===== config.mk =====
export PLATFORM = sky130hd
export DESIGN_NAME = mul_div_unit
export DESIGN_NICKNAME = d
export VERILOG_FILES = /design/src/rtl/mul_div_unit.sv
export SDC_FILE = /design/constraint.sdc
export NUM_CORES = 1
export LEC_CHECK = 0
export ABC_AREA = 1
export CAP_MARGIN = 20
export CORE_ASPECT_RATIO = 1.25
export CORE_MARGIN = 3
export CORE_UTILIZATION = 50
export DETAILED_ROUTE_END_ITERATION = 16
export PLACE_DENSITY = 0.73
export SETUP_SLACK_MARGIN = 0.3
export SLEW_MARGIN = 20
export SYNTH_ARGS = -nofsm -noshare
export SYNTH_HDL_FRONTEND = slang
export SYNTH_SLANG_ARGS = --single-unit

===== constraint.sdc =====
create_clock -name clk -period 8.06 [get_ports clk]
set_input_delay 1.612 -clock clk [delete_from_list [all_inputs] [get_ports clk]]
set_output_delay 1.612 -clock clk [all_outputs]
set_load 0.005 [all_outputs]

===== src/rtl/mul_div_unit.sv =====
// Iterative multiply/divide unit owning the architectural HI/LO registers.
// mult, multu, div and divu each take 33 cycles from the start edge
// (WIDTH CALC steps plus one FIX commit step).
// Ports:
//   clk, reset (async, active-high)
//   start, op  : one-cycle request; op = funct[1:0]
//   a, b       : rs/rt operands
//   flush      : cancel in-flight operation
//   hi_we, lo_we, wdata : mthi/mtlo writes
//   busy, done : status (done pulses the cycle after commit)
//   hi, lo     : architectural HI/LO registers
module mul_div_unit #(
   parameter int WIDTH = 32
) (
   input  logic             clk,
   input  logic             reset,
   input  logic             start,
   input  logic [1:0]       op,
   input  logic [WIDTH-1:0] a,
   input  logic [WIDTH-1:0] b,
   input  logic             flush,
   input  logic             hi_we,
   input  logic             lo_we,
   input  logic [WIDTH-1:0] wdata,
   output logic             busy,
   output logic             done,
   output logic [WIDTH-1:0] hi,
   output logic [WIDTH-1:0] lo
);

   localparam int CW = $clog2(WIDTH);

   typedef enum logic [1:0] {
      IDLE,
      CALC,
      FIX
   } state_t;

   state_t state, nstate;

   logic [1:0]         op_r;
   logic               sa, sb, dz;
   logic [CW-1:0]      cnt;
   logic [2*WIDTH-1:0] acc;
   logic [WIDTH-1:0]   opb;
   logic [WIDTH:0]     rem;
   logic [WIDTH-1:0]   quo;

   logic               sgn;
   logic [WIDTH-1:0]   mag_a, mag_b;
   logic [WIDTH:0]     msum;
   logic [2*WIDTH-1:0] mstep;
   logic [WIDTH:0]     shifted, trial;
   logic [2*WIDTH-1:0] prod_fix;
   logic [WIDTH-1:0]   q_fix, r_fix;

   // op[0]=0 selects the signed variants
   assign sgn   = ~op[0];
   assign mag_a = (sgn && a[WIDTH-1]) ? -a : a;
   assign mag_b = (sgn && b[WIDTH-1]) ? -b : b;

   // Multiply: multiplier sits in acc low half and shifts out LSB-first
   assign msum  = {1'b0, acc[2*WIDTH-1:WIDTH]} + {1'b0, opb};
   assign mstep = acc[0] ? {msum, acc[WIDTH-1:1]}
                         : {1'b0, acc[2*WIDTH-1:1]};

   // Divide: restoring step, dividend bits shift out of quo MSB-first
   assign shifted = {rem[WIDTH-1:0], quo[WIDTH-1]};
   assign trial   = shifted - {1'b0, opb};

   // Divide-by-zero keeps the all-ones quotient regardless of signs
   assign prod_fix = (sa ^ sb) ? -acc : acc;
   assign q_fix    = ((sa ^ sb) && !dz) ? -quo : quo;
   assign r_fix    = sa ? -rem[WIDTH-1:0] : rem[WIDTH-1:0];

   assign busy = (state != IDLE);

   always_ff @(posedge clk or posedge reset) begin
      if (reset) state <= IDLE;
      else       state <= nstate;
   end

   always_comb begin
      nstate = state;
      if (flush) begin
         nstate = IDLE;
      end else begin
         unique case (state)
            IDLE:    if (start) nstate = CALC;
            CALC:    if (cnt == '0) nstate = FIX;
            FIX:     nstate = IDLE;
            default: nstate = IDLE;
         endcase
      end
   end

   always_ff @(posedge clk or posedge reset) begin
      if (reset) begin
         op_r <= '0;
         sa   <= 1'b0;
         sb   <= 1'b0;
         dz   <= 1'b0;
         cnt  <= '0;
         acc  <= '0;
         opb  <= '0;
         rem  <= '0;
         quo  <= '0;
         hi   <= '0;
         lo   <= '0;
         done <= 1'b0;
      end else begin
         done <= 1'b0;
         if (!flush) begin
            unique case (state)
               IDLE: begin
                  if (start) begin
                     op_r <= op;
                     sa   <= sgn & a[WIDTH-1];
                     sb   <= sgn & b[WIDTH-1];
                     dz   <= (b == '0);
                     cnt  <= CW'(WIDTH - 1);
                     acc  <= {{WIDTH{1'b0}}, mag_b};
                     opb  <= op[1] ? mag_b : mag_a;
                     rem  <= '0;
                     quo  <= mag_a;
                  end else begin
                     if (hi_we) hi <= wdata;
                     if (lo_we) lo <= wdata;
                  end
               end
               CALC: begin
                  if (op_r[1]) begin
                     if (trial[WIDTH]) begin
                        rem <= shifted;
                        quo <= {quo[WIDTH-2:0], 1'b0};
                     end else begin
                        rem <= trial;
                        quo <= {quo[WIDTH-2:0], 1'b1};
                     end
                  end else begin
                     acc <= mstep;
                  end
                  if (cnt != '0) cnt <= cnt - 1'b1;
               end
               FIX: begin
                  if (op_r[1]) begin
                     lo <= q_fix;
                     hi <= r_fix;
                  end else begin
                     hi <= prod_fix[2*WIDTH-1:WIDTH];
                     lo <= prod_fix[WIDTH-1:0];
                  end
                  done <= 1'b1;
               end
               default: ;
            endcase
         end
      end
   end

endmodule

==> impl_results.md <==
* Required time at the endpoint of the critical path at 8.49 ns
* Count of final setup violators at 0
* Count of endpoints failing hold in the final timing report at 0
* Total global routing track utilization at 39.1%
* Capture point of the worst reg-to-reg path: lo[21]
* Number of antenna violations at the first check in global routing at 2
* CTS tree: built
* Fin crit share at 52.4%
* Lkg Pwr at 11.8 nW
* First-pass iteration count of the detailed router at 7
* Setup repair after global routing missed its margin: false
* Synth async-reset ratio at 100%
* Area of the die at 0.0451 mm2
* Initial core utilization at 51.3%
* Classification of the worst-slack hold path: flip-flop to flip-flop
* Kind of launch point of the worst setup path: primary input
* Clock Latency Late Sink at 0.57 ns
* HPWL after detailed placement at 73400 um
* Synth Flop Type: sky130_fd_sc_hd__dfrtp_1
* Share of post-route cells with drive strength above 1 at 4.16%
* Synth warn at 0
* Category of the critical setup timing path: primary input to flip-flop
* Worst-path fanout max at 49
* I/O pin cnt at 170
* Max-cap check violation count at 0
* Cell Area, Synth at 0.0213 mm2
* Status: completed
* Hold path startpoint: lo[7]
* CTS-repair resized insts at 0
* Final GP Congestion at 1.06
* TritonCTS sink count at 236
* WHS Path Cells at 2
* Share of the core filled with cells in the final layout at 58.2%
* Placeable core area at 0.0415 mm2
* Count of cells along the worst register-to-register path at 11
* Critical-path cell with the highest stage delay: sky130_fd_sc_hd__nor2_2
* Number of max-slew violations in the final report at 0
* Worst IR Drop VDD at 183 uV
* Detail-routed via count per cell at 5.97
* Min-Delay Endpoint: lo[7]
* FF-to-FF Start: sa
* Vias post-DR at 24673
* Syn avg cell area at 6.15 um2
* Post-detailed-route DRC marker count at 0
* Die height at 237 um
* Slew of the pin with the lowest slew margin at 1.04 ns
* Final total negative setup slack at 0 ns
* Syn_nets at 3644
* Layout net count at 3742
* # rows at 83
* Area overhead of the layout relative to synthesis at 13.4%
* Bufs on Longest Clock Path at 3
* Clock edge transition at the registers on the reported setup and hold paths at 0.06 ns
* Flip-flop and latch count after synthesis at 236
* Total of hold buffers inserted after clock tree synthesis at 0
* Number of synthesized flops with an enable pin at 0
* Maximum operating frequency at 237 MHz
* Reg2reg setup slack at 4.28 ns
* I/O Buffers at 169
* Design Power at 5.57 mW
* Wire length after detailed routing at 90700 um
* Maximum clock skew at final layout at 0.0224 ns
* Cell at the root of the clock tree: sky130_fd_sc_hd__clkbuf_16
* Average wire per cell in the routed design at 21.9 um
* Instance count of the mapped netlist at 3467
* Fraction of the yosys area taken by sequential cells at 27.7%
* First DRT Iteration DRCs at 2623
* Global-route congestion overflow total at 0
* Arrival time worst endpoint at 4.65 ns
* Post-CTS setup-driven buffer insertion count at 0
* Worst stage delay on the critical path at 0.66 ns
* Relative slew slack at 30.5%
* Die W at 191 um
* Cell breakdown of the critical path: clkdlybuf4s50_1, nand2_1, nor2_4, buf_4, inv_1, nor2_2, buf_4, inv_1, o22ai_1, a21oi_1
* DRT antenna net count at 0
* Count of H-tree levels built during CTS at 1
* Global-route wire length before repair at 135000 um
* Kind of capture point of the worst setup path: flip-flop
* Minimum clock period at 4.22 ns
* TritonCTS Buffers at 27
* Number of global-route vias before repair at 22834
* Yosys cell types at 50
* Power density cells at 230 mW/mm2
* Maximum number of pins on one net before global-route repair at 143
[registers in the layout, summed over array words and instances, names as in the netlist, 2 cells and up]
register,cells
quo,32
state,2
cnt,5
opb,32
rem,32
hi,32
lo,32
acc,64
[worst max-delay path: cells and delay by family]
kind                   cells  cell delay, ns
AO/OA/AOI/OAI              2            0.18
buffers and inverters      5            1.93
AND/OR/NAND/NOR            3            0.90
[cells in the mapped netlist (all sizes together), types with 4 or more instances]
cell type | count | area, um2
nor4 | 6 | 37.5
o211ai | 33 | 248
a21oi | 260 | 1330
nand3b | 11 | 82.6
buf | 69 | 403
dfrtp | 236 | 5910
a21boi | 12 | 90.1
nor2 | 424 | 1650
ha | 71 | 888
nand2 | 1016 | 3880
nor3 | 36 | 195
a22oi | 17 | 128
o221ai | 21 | 184
nand4 | 36 | 225
a31oi | 6 | 37.5
a21o | 7 | 52.6
or2 | 19 | 119
o31ai | 10 | 75.1
xor2 | 55 | 482
inv | 415 | 1560
o21ai | 277 | 1410
xnor2 | 18 | 158
nand3 | 318 | 1620
clkbuf | 49 | 185
o21a | 4 | 30.0
a2bb2oi | 17 | 149
o22ai | 10 | 62.6
o21bai | 6 | 45.0
[power by group]
part | switching [mW] | leakage [nW] | internal [mW] | total (mW)
sequential | 0.348 | 2.90 | 1.41 | 1.76
clock | 0.541 | 0.422 | 0.703 | 1.24
combinational | 1.72 | 8.52 | 0.843 | 2.57
[kinds of logic after synthesis]
logic type	synth area share [%]
buffers and inverters	10.1
XOR/XNOR	3.00
adder cells (fa/ha/maj)	4.36
AND/OR/NAND/NOR	36.8
flip-flops	27.7
AO/OA/AOI/OAI	18.1
[layout by cell type, fill, tap and decap left out, types with 18 or more instances in the layout]
master | synthesis | final
sky130_fd_sc_hd__a21oi_1 | 255 | 255
sky130_fd_sc_hd__clkbuf_16 | 0 | 28
sky130_fd_sc_hd__clkdlybuf4s50_1 | 0 | 169
sky130_fd_sc_hd__dfrtp_1 | 236 | 234
sky130_fd_sc_hd__ha_1 | 71 | 71
sky130_fd_sc_hd__inv_1 | 407 | 403
sky130_fd_sc_hd__nand2_1 | 1000 | 1000
sky130_fd_sc_hd__nand3_1 | 312 | 312
sky130_fd_sc_hd__nand4_1 | 36 | 36
sky130_fd_sc_hd__nor2_1 | 410 | 405
sky130_fd_sc_hd__nor3_1 | 33 | 33
sky130_fd_sc_hd__o211ai_1 | 33 | 33
sky130_fd_sc_hd__o21ai_0 | 252 | 252
sky130_fd_sc_hd__o21ai_1 | 18 | 18
sky130_fd_sc_hd__o221ai_1 | 21 | 21
sky130_fd_sc_hd__or2_2 | 19 | 19
sky130_fd_sc_hd__xnor2_1 | 18 | 18
sky130_fd_sc_hd__xor2_1 | 55 | 55
[stage by stage]
stage / hold slack (ns) / worst slack (ns) / cells / instance area (um2)
floorplan: 0.465 / 3.36 / 3467 / 21300
global placement: 0.475 / 3.40 / 4087 / 23300
detailed placement: 0.483 / 3.37 / 4087 / 23300
CTS: 0.497 / 3.95 / 4133 / 24100
global route: 0.539 / 3.68 / 4134 / 24200
finish: 0.497 / 3.84 / 4135 / 24200
[how the worst max path moves through the flow]
stage | from | end | slack [ns] | cells after the start
after floorplan | reset | acc[0] | 3.36 | 1
after global placement | start | opb[0] | 3.40 | 10
after detailed placement | start | opb[0] | 3.37 | 10
after CTS | start | opb[0] | 3.95 | 10
after global routing | start | opb[1] | 3.68 | 9
final | start | opb[0] | 3.84 | 10
[layout make-up]
class	count	area, um2
antenna	1	2.50
clock buffer	33	728
clock inverter	13	128
fill	4248	17400
inverter	417	1570
multi-input combinational	2696	13300
sequential	236	5910
tap	552	691
timing repair buffer	187	1860
[layer usage]
layer | global-route usage (%) | part of all wire, %
met1 | 49.9 | 38
met5 | 0 | 0.030
met3 | 6.38 | 9.8
met4 | 27.2 | 8.8
met2 | 60.4 | 44
Note: power is estimated with default switching activity, not from simulation.
